`src/rtl/bsg_vanilla_pkg.sv`:
```
// Shared vanilla-core types used by the icache refill sequencer:
// the refill FSM state enum and the response record carried into the
// per-word refill buffer.
package bsg_vanilla_pkg;

    // Widest block offset the response record can carry (blocks up to 256 words).
    localparam int icache_refill_offset_width_gp = 8;

    typedef enum logic [1:0] {
        IDLE  = 2'd0,
        FETCH = 2'd1,
        DRAIN = 2'd2,
        DONE  = 2'd3
    } icache_refill_state_e;

    typedef struct packed {
        logic [icache_refill_offset_width_gp-1:0] offset;
        logic [31:0]                              instr;
    } icache_refill_resp_s;

endpackage

```
`src/rtl/icache_refill_buffer.sv`:
```
// Per-word collection buffer for one icache block refill. Accepted
// responses land here unless they hit the head-of-line word, in which case
// they bypass straight to the icache write port in the same cycle.
module icache_refill_buffer
    import bsg_vanilla_pkg::*;
#(
    parameter  int els_p = 4,
    localparam int ptr_width_lp = $clog2(els_p)
) (
    input  logic                    clk_i,
    input  logic                    reset_n_i,
    input  logic                    clear_i,
    input  logic                    resp_v_i,
    input  icache_refill_resp_s     resp_i,
    input  logic                    rd_en_i,
    input  logic [ptr_width_lp-1:0] rd_ptr_i,
    output logic [els_p-1:0]        valid_o,
    output logic                    head_v_o,
    output logic [31:0]             head_instr_o
);

    logic [31:0]             data_q [els_p];
    logic [els_p-1:0]        valid_q;
    logic [els_p-1:0]        valid_d;
    logic [ptr_width_lp-1:0] wr_idx_s;
    logic                    head_hit_s;
    logic                    bypass_s;
    logic                    store_s;

    // Head-of-line selection: buffered word first, otherwise a same-cycle bypass.
    always_comb begin
        wr_idx_s   = resp_i.offset[ptr_width_lp-1:0];
        head_hit_s = valid_q[rd_ptr_i];
        bypass_s   = resp_v_i && rd_en_i && !head_hit_s &&
                     (resp_i.offset == icache_refill_offset_width_gp'(rd_ptr_i));
        store_s    = resp_v_i && !bypass_s;
        head_v_o   = rd_en_i && (head_hit_s || bypass_s);
        if (head_hit_s) begin
            head_instr_o = data_q[rd_ptr_i];
        end else begin
            head_instr_o = resp_i.instr;
        end
    end

    // Next valid vector: cleared at the start of each refill, set on each stored word.
    always_comb begin
        valid_d = valid_q;
        if (clear_i) begin
            valid_d = '0;
        end else if (store_s) begin
            valid_d[wr_idx_s] = 1'b1;
        end else begin
            valid_d = valid_q;
        end
    end

    // Valid bits are reset; they gate every read of the data array.
    always_ff @(posedge clk_i) begin
        if (!reset_n_i) begin
            valid_q <= '0;
        end else begin
            valid_q <= valid_d;
        end
    end

    // Data storage is deliberately not reset.
    always_ff @(posedge clk_i) begin
        if (store_s) begin
            data_q[wr_idx_s] <= resp_i.instr;
        end
    end

    assign valid_o = valid_q;

endmodule

```
`src/rtl/icache_refill_sequencer.sv`:
```
// Icache refill sequencer: on a miss, requests every word of the block,
// gathers possibly out-of-order responses and writes them into the icache
// strictly in offset order 0..N-1, then pulses refill_done_o.
// Optional build macro ICACHE_REFILL_CRITICAL_WORD_FIRST_EN: requests start
// at the missing word's offset and wrap; write order is unchanged.
module icache_refill_sequencer
    import bsg_vanilla_pkg::*;
#(
    parameter  int icache_tag_width_p           = 12,
    parameter  int icache_entries_p             = 1024,
    parameter  int icache_block_size_in_words_p = 4,
    localparam int pc_width_lp           = icache_tag_width_p + $clog2(icache_entries_p),
    localparam int block_offset_width_lp = $clog2(icache_block_size_in_words_p)
) (
    input  logic                             clk_i,
    input  logic                             reset_n_i,
    input  logic                             miss_v_i,
    input  logic [pc_width_lp-1:0]           miss_pc_i,
    output logic                             miss_ready_o,
    output logic                             req_v_o,
    output logic [pc_width_lp-1:0]           req_addr_o,
    input  logic                             req_ready_i,
    input  logic                             resp_v_i,
    input  logic [block_offset_width_lp-1:0] resp_offset_i,
    input  logic [31:0]                      resp_instr_i,
    output logic                             icache_v_o,
    output logic                             icache_w_o,
    output logic [pc_width_lp-1:0]           icache_w_pc_o,
    output logic [31:0]                      icache_w_instr_o,
    output logic                             refill_done_o,
    output logic                             unexpected_resp_o
);

    localparam int ow_lp = block_offset_width_lp;
    localparam int bw_lp = pc_width_lp - block_offset_width_lp;
    localparam logic [ow_lp-1:0] one_lp  = ow_lp'(1'b1);
    localparam logic [ow_lp-1:0] last_lp = ow_lp'(icache_block_size_in_words_p - 1);

    icache_refill_state_e state_q, state_d;
    logic [bw_lp-1:0]     base_q, base_d;
    logic [ow_lp-1:0]     req_cnt_q, req_cnt_d;
    logic [ow_lp-1:0]     wr_ptr_q, wr_ptr_d;
    logic [ow_lp-1:0]     req_off_s;
    logic                 clear_s, miss_ready_s, req_v_s, wr_v_s, done_s;
    logic                 in_refill_s, resp_accept_s, unexpected_s;
    logic [icache_block_size_in_words_p-1:0] buf_valid_s;
    logic                 head_v_s;
    logic [31:0]          head_instr_s;
    icache_refill_resp_s  resp_s;

`ifdef ICACHE_REFILL_CRITICAL_WORD_FIRST_EN
    logic [ow_lp-1:0] crit_q, crit_d;
    assign req_off_s = req_cnt_q + crit_q;
`else
    assign req_off_s = req_cnt_q;
`endif

    // Response filter: only first-time words at or beyond the write pointer are taken.
    always_comb begin
        in_refill_s   = (state_q == FETCH) || (state_q == DRAIN);
        resp_accept_s = resp_v_i && in_refill_s &&
                        !buf_valid_s[resp_offset_i] && (resp_offset_i >= wr_ptr_q);
        unexpected_s  = resp_v_i && !resp_accept_s;
        resp_s.offset = icache_refill_offset_width_gp'(resp_offset_i);
        resp_s.instr  = resp_instr_i;
    end

    icache_refill_buffer #(
        .els_p(icache_block_size_in_words_p)
    ) buffer (
        .clk_i       (clk_i),
        .reset_n_i   (reset_n_i),
        .clear_i     (clear_s),
        .resp_v_i    (resp_accept_s),
        .resp_i      (resp_s),
        .rd_en_i     (in_refill_s),
        .rd_ptr_i    (wr_ptr_q),
        .valid_o     (buf_valid_s),
        .head_v_o    (head_v_s),
        .head_instr_o(head_instr_s)
    );

    // Next-state, request issue and in-order drain decisions.
    always_comb begin
        state_d      = state_q;
        base_d       = base_q;
        req_cnt_d    = req_cnt_q;
        wr_ptr_d     = wr_ptr_q;
`ifdef ICACHE_REFILL_CRITICAL_WORD_FIRST_EN
        crit_d       = crit_q;
`endif
        clear_s      = 1'b0;
        miss_ready_s = 1'b0;
        req_v_s      = 1'b0;
        wr_v_s       = 1'b0;
        done_s       = 1'b0;
        case (state_q)
            IDLE: begin
                miss_ready_s = 1'b1;
                if (miss_v_i) begin
                    base_d    = miss_pc_i[pc_width_lp-1:ow_lp];
`ifdef ICACHE_REFILL_CRITICAL_WORD_FIRST_EN
                    crit_d    = miss_pc_i[ow_lp-1:0];
`endif
                    req_cnt_d = '0;
                    wr_ptr_d  = '0;
                    clear_s   = 1'b1;
                    state_d   = FETCH;
                end else begin
                    state_d   = IDLE;
                end
            end
            FETCH: begin
                req_v_s = 1'b1;
                if (req_ready_i) begin
                    req_cnt_d = req_cnt_q + one_lp;
                    state_d   = (req_cnt_q == last_lp) ? DRAIN : FETCH;
                end else begin
                    state_d   = FETCH;
                end
            end
            DRAIN:   state_d = DRAIN;
            DONE: begin
                done_s  = 1'b1;
                state_d = IDLE;
            end
            default: state_d = IDLE;
        endcase
        // Drain overrides: the final in-order write ends the refill, even mid-issue.
        if (head_v_s) begin
            wr_v_s   = 1'b1;
            wr_ptr_d = wr_ptr_q + one_lp;
            if (wr_ptr_q == last_lp) begin
                state_d = DONE;
            end else begin
                state_d = state_d;
            end
        end else begin
            wr_v_s = 1'b0;
        end
    end

    // State and counter registers with synchronous active-low reset.
    always_ff @(posedge clk_i) begin
        if (!reset_n_i) begin
            state_q   <= IDLE;
            base_q    <= '0;
            req_cnt_q <= '0;
            wr_ptr_q  <= '0;
`ifdef ICACHE_REFILL_CRITICAL_WORD_FIRST_EN
            crit_q    <= '0;
`endif
        end else begin
            state_q   <= state_d;
            base_q    <= base_d;
            req_cnt_q <= req_cnt_d;
            wr_ptr_q  <= wr_ptr_d;
`ifdef ICACHE_REFILL_CRITICAL_WORD_FIRST_EN
            crit_q    <= crit_d;
`endif
        end
    end

    // Outputs are masked while reset is held so an abort writes nothing further.
    assign miss_ready_o      = reset_n_i & miss_ready_s;
    assign req_v_o           = reset_n_i & req_v_s;
    assign req_addr_o        = req_v_o ? {base_q, req_off_s} : '0;
    assign icache_v_o        = reset_n_i & wr_v_s;
    assign icache_w_o        = icache_v_o;
    assign icache_w_pc_o     = icache_v_o ? {base_q, wr_ptr_q} : '0;
    assign icache_w_instr_o  = icache_v_o ? head_instr_s : 32'h0000_0000;
    assign refill_done_o     = reset_n_i & done_s;
    assign unexpected_resp_o = reset_n_i & unexpected_s;

endmodule
```
`config.mk`:
```
export PLATFORM = sky130hd
export DESIGN_NAME = icache_refill_sequencer
export DESIGN_NICKNAME = d
export VERILOG_FILES = /design/src/rtl/bsg_vanilla_pkg.sv /design/src/rtl/icache_refill_buffer.sv /design/src/rtl/icache_refill_sequencer.sv
export SDC_FILE = /design/constraint.sdc
export NUM_CORES = 1
export LEC_CHECK = 0
export BUFFER_PORTS_ARGS = -buffer_cell sky130_fd_sc_hd__buf_2
export CORE_UTILIZATION = 45
export DETAILED_ROUTE_END_ITERATION = 10
export PLACE_DENSITY = 0.75
export SYNTH_ARGS = -nofsm -noshare
export SYNTH_HDL_FRONTEND = slang
export SYNTH_SLANG_ARGS = --single-unit
```
`constraint.sdc`:
```
create_clock -name clk_i -period 4.1 [get_ports clk_i]
set_clock_uncertainty 0.1 [all_clocks]
set_input_delay 0.615 -clock clk_i [delete_from_list [all_inputs] [get_ports clk_i]]
set_output_delay 0.615 -clock clk_i [all_outputs]
set_load 0.02 [all_outputs]
```
======== Yosys cells after proc, flatten, opt, wreduce, memory -nomap -nowiden ========
Memories as Yosys holds them, arrays and structs flattened. A register that Yosys moved wholly into a read port is not among the register bits.
Index checks and enable logic that the tools add are counted.
word-level totals
  register bits after elaboration ......... 30
  RAM bits ................................ 128
  input port bits ......................... 61
  output and inout bits ................... 82
  word-level logic and storage cells ...... 82
  memories ................................ 1
memories
  name           words  bits a word  rd ports  clocked after memory_dff  wr ports  line                        RTL
  buffer.data_q  4      32           1         1                         1         icache_refill_buffer.sv:22  logic [31:0] data_q [els_p];
operators by class
  $add $sub $neg .......................... 2
  order comparisons ....................... 4
  eq/ne operators ......................... 8
  muxes and demuxes ....................... 31
  bitwise operators ....................... 7
  reduce and logical (&&, ||, !) cells .... 24
operator list
  cell                                                               number
  two-way mux 32 bit                                                 2
  two-way mux 22 bit                                                 2
  two-way mux 2 bit                                                  10
  two-way mux 1 bit                                                  12
  logical AND 1 bit                                                  10
  == test 2 bit, second input constant                               4
  case mux 2 bit (4 select lines)                                    1
  < comparator 2 x 3 -> 1 bit, second input constant                 2
  nonzero test 2 bit                                                 3
  AND 1 bit                                                          5
  adder 2 x 1 -> 2 bit, second input constant                        2
  binary-select mux 1 bit (select 2 bit)                             2
  logical NOT 1 bit                                                  4
  != test 2 bit, second input constant                               2
  bitwise OR 4 bit                                                   1
  case mux 2 bit (2 select lines)                                    1
  AND reduction 2 bit                                                2
  AND reduction 3 bit                                                1
  demux 1 bit (select 2 bit)                                         1
  == test 2 x 1 -> 1 bit, second input constant                      1
  == test 2 bit                                                      1
  greater-or-equal comparator 2 x 1 -> 1 bit, second input constant  1
  greater-or-equal comparator 2 bit                                  1
  logical NOT 2 bit                                                  1
  other kinds (3)                                                    4

======== Longest topological paths before layout ========
Gate-level depths: netlist (run 1).
  word-level depth ........................ 14
  mapped depth ............................ 9
  gate-level depth less buffers ........... 6

======== By module ========
A second synthesis (run 1) with hierarchy kept.
unflattened totals
  cell total of the unflattened synthesis .. 468
  area total of the unflattened synthesis .. 7,085.5 sq um
modules (own cells, without submodules)
  module                   times used  cells an instance  area each (sq um)  sequential area each (sq um)
  icache_refill_buffer     1           234                5,403.9            3,923.8
  icache_refill_sequencer  1           234                1,681.6            520.5

======== Worst setup path after synthesis (run 1) ========
OpenSTA, ideal clock, no wires.
  path kind ............................... input -> register
  start ................................... in resp_offset_i[0]
  end ..................................... mem buffer.data_q[2][0] (enable)
  setup time .............................. 0.461 ns
  arrival time ............................ 3.854 ns
  required time ........................... 3.539 ns
  setup slack ............................. -0.315 ns
  stages .................................. 7
  path buffers ............................ 1
  cell sequence ........................... clkbuf_1 > inv_1 > ha_1 > nand2b_1 > a21o_1 > o2111ai_1 > nor3_1
on the way
  cells in the longest elaborated chain, start to end .. 12
  elaborated cells between the ends (all ways) .. 14
  those cells by class .................... order compare: 1; eq/ne: 1; mux: 4; reduce/logical: 8
ends and longest elaborated chain
  item                                     line                           RTL
  start, declared                          icache_refill_sequencer.sv:24  input logic [block_offset_width_lp-1:0] resp_offset_i,
  binary-select mux 1 bit (select 2 bit)   icache_refill_sequencer.sv:62  !buf_valid_s[resp_offset_i] && (resp_offset_i >= wr_ptr_q);
  two-way mux 1 bit (implied by the code)  icache_refill_sequencer.sv:62
  logical NOT 1 bit                        icache_refill_sequencer.sv:62
  logical AND 1 bit                        icache_refill_sequencer.sv:61  resp_accept_s = resp_v_i && in_refill_s &&
  logical AND 1 bit                        icache_refill_sequencer.sv:62
  logical AND 1 bit (3 in series)          icache_refill_buffer.sv:34     bypass_s = resp_v_i && rd_en_i && !head_hit_s &&
  logical NOT 1 bit                        icache_refill_buffer.sv:36     store_s = resp_v_i && !bypass_s;
  logical AND 1 bit                        icache_refill_buffer.sv:36
  two-way mux 1 bit                        icache_refill_buffer.sv:68     if (store_s) begin
  two-way mux 1 bit (implied by the code)  icache_refill_buffer.sv:69     data_q[wr_idx_s] <= resp_i.instr;
  end, declared                            icache_refill_buffer.sv:22
Parallel ways exist; a longest one is shown, timed or not. The select of a mux whose other input is x is not followed.

======== Worst setup path in the final report (run 1) ========
  start ................................... reg wr_ptr_q[0]
  end ..................................... out icache_w_instr_o[12]
on the way
  cells in the longest elaborated chain, start to end .. 10
  elaborated cells between the ends (all ways) .. 15
  those cells by class .................... order compare: 1; eq/ne: 1; mux: 5; bitwise: 1; reduce/logical: 7
ends and longest elaborated chain
  item                                                                                                line                                                       RTL
  start, declared                                                                                     icache_refill_sequencer.sv:42                              logic [ow_lp-1:0] wr_ptr_q, wr_ptr_d;
  start signal, assigned                                                                              icache_refill_sequencer.sv:157                             wr_ptr_q <= wr_ptr_d;
  greater-or-equal comparator 2 bit / binary-select mux 1 bit (select 2 bit) (equally long branches)  icache_refill_sequencer.sv:62, icache_refill_buffer.sv:33
  logical AND 1 bit / two-way mux 1 bit (equally long branches)                                       icache_refill_sequencer.sv:62, icache_refill_buffer.sv:33
  logical AND 1 bit / logical NOT 1 bit (equally long branches)                                       icache_refill_buffer.sv:34
  logical AND 1 bit (2 in series)                                                                     icache_refill_buffer.sv:34
  logical OR 1 bit                                                                                    icache_refill_buffer.sv:37                                 head_v_o = rd_en_i && (head_hit_s || bypass_s);
  logical AND 1 bit                                                                                   icache_refill_buffer.sv:37
  two-way mux 1 bit                                                                                   icache_refill_sequencer.sv:130                             if (head_v_s) begin
  AND 1 bit                                                                                           icache_refill_sequencer.sv:168                             assign icache_v_o = reset_n_i & wr_v_s;
  two-way mux 32 bit (*)                                                                              icache_refill_sequencer.sv:171                             assign icache_w_instr_o = icache_v_o ? head_instr_s : 32'h0000_0000;
  end, declared                                                                                       icache_refill_sequencer.sv:29                              output logic [31:0] icache_w_instr_o,
Mark *: on every way between the ends. The rest lies on a longest branch, timed or not. The select of a mux whose other input is x is not followed.

==> metrics.csv, run 1 <==
metric;value;unit
first-pass GRT wire length;24.0;mm
Post-CTS Hold Fix Bufs;0;
IR drop worst, VDD;0.304;mV
Setup WS pre-CTS;869;ps
vias in the first global route;4574;
total gr overflow;0;
sequential fraction of the synthesis area;63.0;%
Yosys warnings;0;
RSZ-0062 raised after global routing;no;
Cell Count, Final, Fillers Out;834;
vias per cell;5.41;
ANT nets after route;0;
Initial Util;46.5;%
CP max stage cell;mux4_2;
Critical Path End Type;primary output;
Area after DPL;8040;sq um
Tcrit/Tclk final;86.1;%
Root Driver;clkbuf_16;
clock sinks;160;
max_slew headroom;38.5;%
Detailed Routing Iterations Pass 1;4;
P_leak;3.34;nW
Avg Cell Area, Syn;14.9;sq um
Startpoint Class;flop;
Post-Synthesis Cells;479;
Switching Fraction;21.4;%
largest buffer count on any clock path;2;
ant diodes;0;
DR iter-0 viols;254;
Layout Cell Area excl Fill;8650;sq um
final WL;15.1;mm
sequential share of power;50.0;%
Cell variety after synth;33;
Ports;143;
post-layout min period;3530;ps
Final Hold Vio Count;0;
CORE AREA;15300;sq um
Post-route DRC;0;
# nets final;678;
Post-Syn Area;7120;sq um
via count;4509;
status;complete, no violations;
post_cts resized;0;
Inst Count DP;802;
fin. max-slew vios;0;
net switching power;0.764;mW
Die W;128;um
most common cell after layout, fill and taps aside;buf_2;
most frequent cells in the layout;140 x buf_2, 128 x edfxtp_1, 51 x nand2_1;
largest net degree at the start of global routing;82;
Clock Latency Late Sink;420;ps
Worst Hold Class;primary input to flop;
CP arrival;2820;ps
final core utilization;56.5;%
area grow syn2layout;21.5;%
clock share of power;45.0;%
combinational fraction of design power;5.0;%
crit-path max FO;21;
Int Pwr;2.81;mW
Slew @ Worst Pin;923;ps
Setup Viol. Count Final;0;
max-cap violations;0;
Worst-path clk slew;60;ps
IO buf count;140;
TritonCTS Buffers;17;
worst path required time;3380;ps
minimum hold slack;322;ps
initial antenna violation count;0;
# rows;45;
Yosys reg bits;160;
crit-path cells;mux4_2 -> buf_4 -> mux2i_1 -> nor3b_1 -> buf_2;
total negative slack;0;ps
die area;16300;sq um
Largest stage delay, worst path;860;ps
Power Dens Cells;414;nW/um^2
Total GRT Usage;19.7;%
Overall Power;3.58;mW
Max Clk Rate;0.283;GHz
CTS tree;yes;
Setup Buffers After CTS;0;
crit path kind;flop to primary output;
WL per Instance;18.1;um
share of cells above drive strength 1;35.8;%
syn nets;547;
H-tree levels;4;
Die Ht;128;um
min setup slack post-route;570;ps
GP Congestion;0.775;
DPL Wire Length;9.53;mm
-- worst paths after layout --
check | start | endpoint | slack (ps) | depth (start not counted)
worst max-delay path | wr_ptr_q[0]$_SDFFE_PN0P_ | icache_w_instr_o[12] | 570 | 5
worst min-delay path | resp_instr_i[18] | buffer.data_q[2][18]$_DFFE_PP_ | 320 | 1
worst max register to register | wr_ptr_q[0]$_SDFFE_PN0P_ | buffer.data_q[2][11]$_DFFE_PP_ | 1350 | 4
worst min register to register | base_q[7]$_SDFFE_PN0P_ | base_q[7]$_SDFFE_PN0P_ | 370 | 2
-- metal layers --
layer,wire [um],GRT usage [%]
met2,7830,33.8
met4,299,9.27
met5,0,0
met3,791,4.13
met1,6190,23.9
-- power by group through the flow --
| stage | Sequential (mW) | Clock, mW | Combinational [mW] |
|---|---|---|---|
| finish | 1.79 | 1.61 | 0.178 |
| global route | 1.79 | 1.71 | 0.198 |
| CTS | 1.79 | 1.64 | 0.180 |
| detailed placement | 1.82 | 0 | 0.179 |
| global placement | 1.82 | 0 | 0.170 |
| floorplan | 1.82 | 0 | 0.103 |
-- cell type report --
class,instances,area (sq um)
well taps,211,264
clock inverters,14,176
clock buffers,18,429
fillers,1233,6670
flip-flops and latches,160,4490
multi-input cells,271,2450
repair buffers,151,808
inverters,9,33.8
-- flip-flops by register name (all words and copies together), names as in the netlist, named ones only --
signal and flops:
state_q 2, buffer.valid_o 4, req_cnt_q 2, buffer.data_q 128, wr_ptr_q 2, base_q 20
-- critical path: cells and delay by family, from the launching register on --
kind          cells  cell delay (ps)
mux               2             1020
buf+inv           2              610
flops             1              450
simple gates      1              300
-- synthesized netlist by cell type --
| master | instances | area share [%] |
|---|---|---|
| a211oi_1 | 1 | 0.11 |
| a21boi_0 | 21 | 2.2 |
| a21o_1 | 1 | 0.11 |
| a21oi_1 | 1 | 0.070 |
| a22oi_1 | 1 | 0.11 |
| a22oi_2 | 1 | 0.18 |
| a32oi_2 | 1 | 0.23 |
| and2_1 | 5 | 0.44 |
| and3_1 | 23 | 2.0 |
| and3b_1 | 21 | 2.6 |
| buf_2 | 10 | 0.70 |
| buf_4 | 6 | 0.63 |
| clkbuf_1 | 23 | 1.2 |
| dfxtp_1 | 32 | 9.0 |
| edfxtp_1 | 128 | 54 |
| ha_1 | 7 | 1.2 |
| inv_1 | 9 | 0.47 |
| mux2_2 | 1 | 0.16 |
| mux2i_1 | 36 | 5.1 |
| mux4_2 | 33 | 10 |
| nand2_1 | 51 | 2.7 |
| nand2b_1 | 3 | 0.26 |
| nand3_1 | 3 | 0.21 |
| nand4_1 | 1 | 0.088 |
| nor2_1 | 1 | 0.053 |
| nor2b_1 | 5 | 0.44 |
| nor3_1 | 5 | 0.35 |
| nor3b_1 | 33 | 3.5 |
| o2111ai_1 | 3 | 0.37 |
| o211ai_1 | 2 | 0.21 |
| o21ai_0 | 9 | 0.63 |
| o21bai_1 | 1 | 0.11 |
| o31ai_1 | 1 | 0.11 |
-- logic make-up (layout without fill, tap and decap cells) --
| kind of cell | count (synthesis) | after routing | synth area share, % |
|---|---|---|---|
| AOI/OAI and AO/OA | 43 | 43 | 4.43 |
| adders and majority gates | 7 | 7 | 1.23 |
| buffers and inverters | 48 | 192 | 3.02 |
| DFF | 160 | 160 | 63.0 |
| muxes | 70 | 70 | 15.7 |
| and+or+nand+nor | 151 | 151 | 12.6 |
(Power assumes the default switching activity.)
==> inputs of run 2 (changes only) <==
Clock period 4.1 ns to 3.1 ns, I/O delays scaled along.
==> metrics.csv, run 2 (same netlist as run 1, synthesis figures left out) <==
metric;value;unit;change
status;complete, no violations;;
crit path kind;flop to primary output;;
most frequent cells in the layout;140 x buf_2, 128 x edfxtp_1, 50 x nand2_1;;
Initial Util;46.5;%;unchanged
Power Dens Cells;537;nW/um^2;+30%
Slew @ Worst Pin;847;ps;-75.9 ps
CP delay by family, top;buffers and inverters;;
Setup Buffers After CTS;0;;unchanged
post-layout min period;2990;ps;
CP Buf/Inv Count;3;;+1
GP Congestion;0.736;;-5.1%
via count;4524;;+0.33%
IO buf count;140;;unchanged
largest buffer count on any clock path;2;;unchanged
Post-route DRC;0;;unchanged
Hold Path Origin;resp_instr_i[13];;
max reg flops;128;;unchanged
H-tree levels;4;;unchanged
Ports;143;;unchanged
CORE AREA;15300;sq um;unchanged
fin. max-slew vios;0;;unchanged
ant diodes;0;;unchanged
Die W;128;um;unchanged
Setup Viol. Count Final;0;;unchanged
R2R depth;7;;+3
largest net degree at the start of global routing;69;;-16%
Hold Path End;buffer.data_q[1][13]$_DFFE_PP_;;
Post-CTS Hold Fix Bufs;0;;unchanged
reg2reg setup slack;510;ps;-840 ps
P_leak;3.39;nW;+1.6%
share of cells above drive strength 1;38.5;%;+2.7 points
# nets final;686;;+1.2%
Critical Path End Type;primary output;;
Die Ht;128;um;unchanged
max-cap violations;0;;unchanged
Setup WS pre-CTS;274;ps;-595 ps
Root Driver;clkbuf_16;;
vias in the first global route;4519;;-1.2%
Clock Latency Late Sink;420;ps;about the same
WHS Path Cells;1;;unchanged
multi-input logic area;2530;sq um;+3.2%
CTS tree;yes;;
worst path required time;2530;ps;-850 ps
min setup slack post-route;111;ps;-458 ps
final WL;15.0;mm;-0.46%
WL per Instance;17.9;um;-1.4%
TritonCTS Buffers;17;;unchanged
worst flop-to-flop path startpoint;state_q[0]$_SDFF_PN0_;;
Final Hold Vio Count;0;;unchanged
vias per cell;5.37;;-0.62%
clock sinks;160;;unchanged
first-pass GRT wire length;23.3;mm;-3.1%
Overall Power;4.73;mW;+32%
ANT nets after route;0;;unchanged
CP max stage cell;dfxtp_1;;
Detailed Routing Iterations Pass 1;4;;unchanged
crit-path max FO;15;;-29%
most common cell after layout, fill and taps aside;buf_2;;
Tcrit/Tclk final;96.4;%;
DPL Wire Length;9.73;mm;+2.0%
Layout Cell Area excl Fill;8800;sq um;+1.8%
Max Clk Rate;0.335;GHz;
DR iter-0 viols;257;;+1.2%
# rows;45;;unchanged
Worst Hold Class;primary input to flop;;
Area after DPL;8140;sq um;+1.2%
crit-path cells;inv_1 -> ha_1 -> nand2_1 -> a21oi_4 -> a32oi_4 -> buf_4 -> nor3b_1 -> buf_2;;
initial antenna violation count;0;;unchanged
largest register by flop count;buffer.data_q;;
Worst-path clk slew;70;ps;about the same
r2r endpoint;buffer.data_q[0][4]$_DFFE_PP_;;
Largest stage delay, worst path;400;ps;-460 ps
Reg area;4490;sq um;about the same
Startpoint Class;flop;;
die area;16300;sq um;unchanged
CP arrival;2420;ps;-400 ps
Fill cells;1211;;-1.8%
area grow syn2layout;23.7;%;
IR drop worst, VDD;0.467;mV;+53%
Total GRT Usage;19.2;%;-0.50 points
RSZ-0062 raised after global routing;no;;
final core utilization;57.5;%;+1.0 points
max_slew headroom;43.5;%;+5.0 points
total gr overflow;0;;unchanged
==> run 2: cell types whose count changed in the layout (fill, tap and decap cells not counted), moves of 2 or more <==
cell / previous run / this run
clkinvlp_4: 1 / 4
nor3b_2: 0 / 8
nor3_4: 0 / 4
inv_6: 6 / 3
clkinv_4: 2 / 4
buf_4: 9 / 16
nor3_2: 4 / 0
nor3b_1: 33 / 25
==> run 2: routing by layer <==
metal	track usage [%]	share of wire [%]
met5	0	0
met4	8.30	1.8
met3	4.59	6.5
met2	33.5	51
met1	22.7	41
==> run 2: where the power goes <==
part | internal, mW | leakage (nW) | switching (mW)
logic | 0.0982 | 1.69 | 0.150
registers | 2.35 | 1.42 | 0.0166
clock network | 1.28 | 0.284 | 0.837
total | 3.72 | 3.39 | 1.00
==> run 2: per-stage QoR <==
stage	instances	hold slack (ps)	TNS, ps
after global placement	810	358	0
final	842	168	0
after floorplan	479	336	-43330
after CTS	842	156	0
after detailed placement	810	368	0
after global routing	842	157	0
==> run 2: area by class of cell <==
| type | count | share of cell area, % |
|---|---|---|
| Sequential cell | 160 | 51.0 |
| Tap cell | 211 | 3.00 |
| Timing Repair Buffer | 159 | 10.0 |
| Clock buffer | 18 | 4.87 |
| Inverter | 9 | 0.384 |
| Clock inverter | 14 | 2.06 |
| Multi-Input combinational cell | 271 | 28.7 |
==> run 2: how the worst max path moves through the flow <==
| stage | start | endpoint | slack (ps) | depth (start not counted) |
|---|---|---|---|---|
| floorplan | resp_offset_i[0] | buffer.data_q[0][0]$_DFFE_PP_ | -340 | 7 |
| global placement | resp_offset_i[0] | icache_w_pc_o[0] | 320 | 9 |
| detailed placement | resp_offset_i[0] | icache_w_pc_o[0] | 270 | 9 |
| CTS | state_q[0]$_SDFF_PN0_ | icache_w_instr_o[16] | 10 | 8 |
| global route | state_q[0]$_SDFF_PN0_ | icache_w_instr_o[28] | 0.7 | 8 |
| finish | state_q[0]$_SDFF_PN0_ | icache_w_instr_o[4] | 110 | 8 |
==> run 2: timing repair <==
action	CTS	global route
endpoints found under the setup margin	13	31
resized for setup	2	10
cloned	0	0
==> inputs of run 3 (changes only) <==
Settings changed: CELL_PAD_IN_SITES_DETAIL_PLACEMENT from default to 1, CELL_PAD_IN_SITES_GLOBAL_PLACEMENT from default to 1, CORE_MARGIN from default to 1.5, CORE_UTILIZATION 45 to 41, PLACE_DENSITY 0.75 to 0.81.
==> metrics.csv, run 3 (same netlist as run 1, synthesis figures left out) <==
metric;value;unit;change
status;complete, no violations;;
via count;4574;;+1.1%
Total GRT Usage;19.6;%;+0.37 points
die area;18200;sq um;+11%
CTS tree;yes;;
most frequent cells in the layout;139 x buf_2, 128 x edfxtp_1, 50 x nand2_1;;
RSZ-0062 raised after global routing;no;;
max_slew headroom;39.6;%;-3.9 points
crit path kind;flop to primary output;;
WL per Instance;20.2;um;+13%
Detailed Routing Iterations Pass 1;4;;unchanged
Tcrit/Tclk final;95.5;%;-0.92 points
Critical Path Start;state_q[0]$_SDFF_PN0_;;
total gr overflow;0;;unchanged
Startpoint Class;flop;;
share of cells above drive strength 1;38.7;%;+0.19 points
Fill cells;1681;;+39%
worst flop-to-flop path startpoint;state_q[0]$_SDFF_PN0_;;
DR iter-0 viols;182;;-29%
worst path required time;2530;ps;about the same
R2R depth;7;;unchanged
Power Dens Cells;523;nW/um^2;-2.6%
# rows;47;;+4.4%
clock sinks;160;;unchanged
TritonCTS Buffers;17;;unchanged
Post-CTS Hold Fix Bufs;0;;unchanged
Overall Power;4.63;mW;-2.0%
vias in the first global route;4978;;+10%
crit-path max FO;10;;-5
max reg flops;128;;unchanged
Setup WS pre-CTS;90.7;ps;-183 ps
CP arrival;2400;ps;-20 ps
largest register by flop count;buffer.data_q;;
P_leak;3.41;nW;+0.54%
post-layout min period;2960;ps;-28.4 ps
# nets final;688;;+0.29%
area grow syn2layout;24.6;%;
DPL Wire Length;11.5;mm;+18%
Worst-path clk slew;60;ps;about the same
Final Hold Vio Count;0;;unchanged
fin. max-slew vios;0;;unchanged
Setup Buffers After CTS;0;;unchanged
final WL;17.3;mm;+15%
Die W;135;um;+5.5%
CORE AREA;16800;sq um;+9.4%
Die Ht;135;um;+5.5%
Critical Path End Type;primary output;;
Worst Hold Class;primary input to flop;;
GP Congestion;0.791;;+7.5%
Root Driver;clkbuf_16;;
Max Clk Rate;0.338;GHz;+0.96%
vias per cell;5.34;;-0.55%
Post-route DRC;0;;unchanged
most common cell after layout, fill and taps aside;buf_2;;
Cell Count, Final, Fillers Out;856;;+1.7%
Initial Util;42.5;%;-4.0 points
min setup slack post-route;140;ps;+28.4 ps
Area after DPL;8210;sq um;+0.94%
Ports;143;;unchanged
initial antenna violation count;3;;+3
largest net degree at the start of global routing;79;;+14%
ANT nets after route;0;;unchanged
Setup Viol. Count Final;0;;unchanged
IR drop worst, VDD;0.366;mV;-22%
Slew @ Worst Pin;905;ps;+58.5 ps
reg2reg setup slack;540;ps;+30 ps
Inst Count DP;821;;+1.4%
H-tree levels;4;;unchanged
largest buffer count on any clock path;2;;unchanged
Layout Cell Area excl Fill;8860;sq um;+0.70%
r2r endpoint;buffer.data_q[1][14]$_DFFE_PP_;;
IO buf count;140;;unchanged
Clock Latency Late Sink;420;ps;about the same
first-pass GRT wire length;27.0;mm;+16%
max-cap violations;0;;unchanged
Worst Setup EP;icache_w_instr_o[27];;
-- run 3: cell types whose count changed in the layout (fill, tap and decap cells not counted), moves of 2 or more --
cell       delta
buf_12        +4
buf_4         -2
bufinv_16     -3
clkbuf_16     +2
clkbuf_8      +2
clkinv_2      +2
clkinv_4      -3
diode_2       +3
-- run 3: power by group --
part | internal [mW] | switching [mW]
registers | 2.35 | 0.0180
logic | 0.101 | 0.158
clock network | 1.17 | 0.837
-- run 3: timing repair --
item,CTS,global route
setup endpoints to repair,18,49
gates resized for setup,3,12
gates cloned,0,0
pin swaps,0,1
-- run 3: critical path: stages, from the launching register on --
cell and delay, ps:
dfxtp_2 360, inv_1 60, ha_1 370, nand2_1 130
a21oi_4 190, a32oi_4 190, buf_4 240, nor3b_2 250
buf_2 210
-- run 3: stage by stage --
stage / utilization [%] / hold slack (ps) / setup TNS [ps]
2_1_floorplan: - / 336 / -43330
3_3_place_gp: 49.0 / 357 / 0
3_5_place_dp: 49.0 / 370 / 0
4_1_cts: 52.6 / 158 / 0
5_1_grt: 52.9 / 167 / 0
6_report: 52.9 / 176 / 0
-- run 3: per-layer routing --
metal	part of all wire [%]	global-route usage [%]
met1	42	24.0
met2	52	34.3
met3	4.8	4.73
met4	1.1	5.97
met5	0	0
-- run 3: layout make-up --
cell class                      count  area (sq um)  share of cell area, %
Antenna cell                        3          7.51                 0.0847
Multi-Input combinational cell    271          2530                   28.5
Inverter                            9          33.8                  0.381
Clock inverter                      9          70.1                  0.790
Sequential cell                   160          4490                   50.6
Clock buffer                       23           510                   5.76
Timing Repair Buffer              161           952                   10.7
Tap cell                          220           275                   3.11
-- run 3: worst min-delay path by stage --
stage | start | endpoint | cells after the start
floorplan | buffer.valid_o[3]$_SDFFE_PP0P_ | buffer.valid_o[3]$_SDFFE_PP0P_ | 2
global placement | base_q[12]$_SDFFE_PN0P_ | base_q[12]$_SDFFE_PN0P_ | 2
detailed placement | base_q[12]$_SDFFE_PN0P_ | base_q[12]$_SDFFE_PN0P_ | 2
CTS | resp_instr_i[1] | buffer.data_q[3][1]$_DFFE_PP_ | 1
global route | resp_instr_i[19] | buffer.data_q[1][19]$_DFFE_PP_ | 1
finish | resp_instr_i[1] | buffer.data_q[3][1]$_DFFE_PP_ | 1
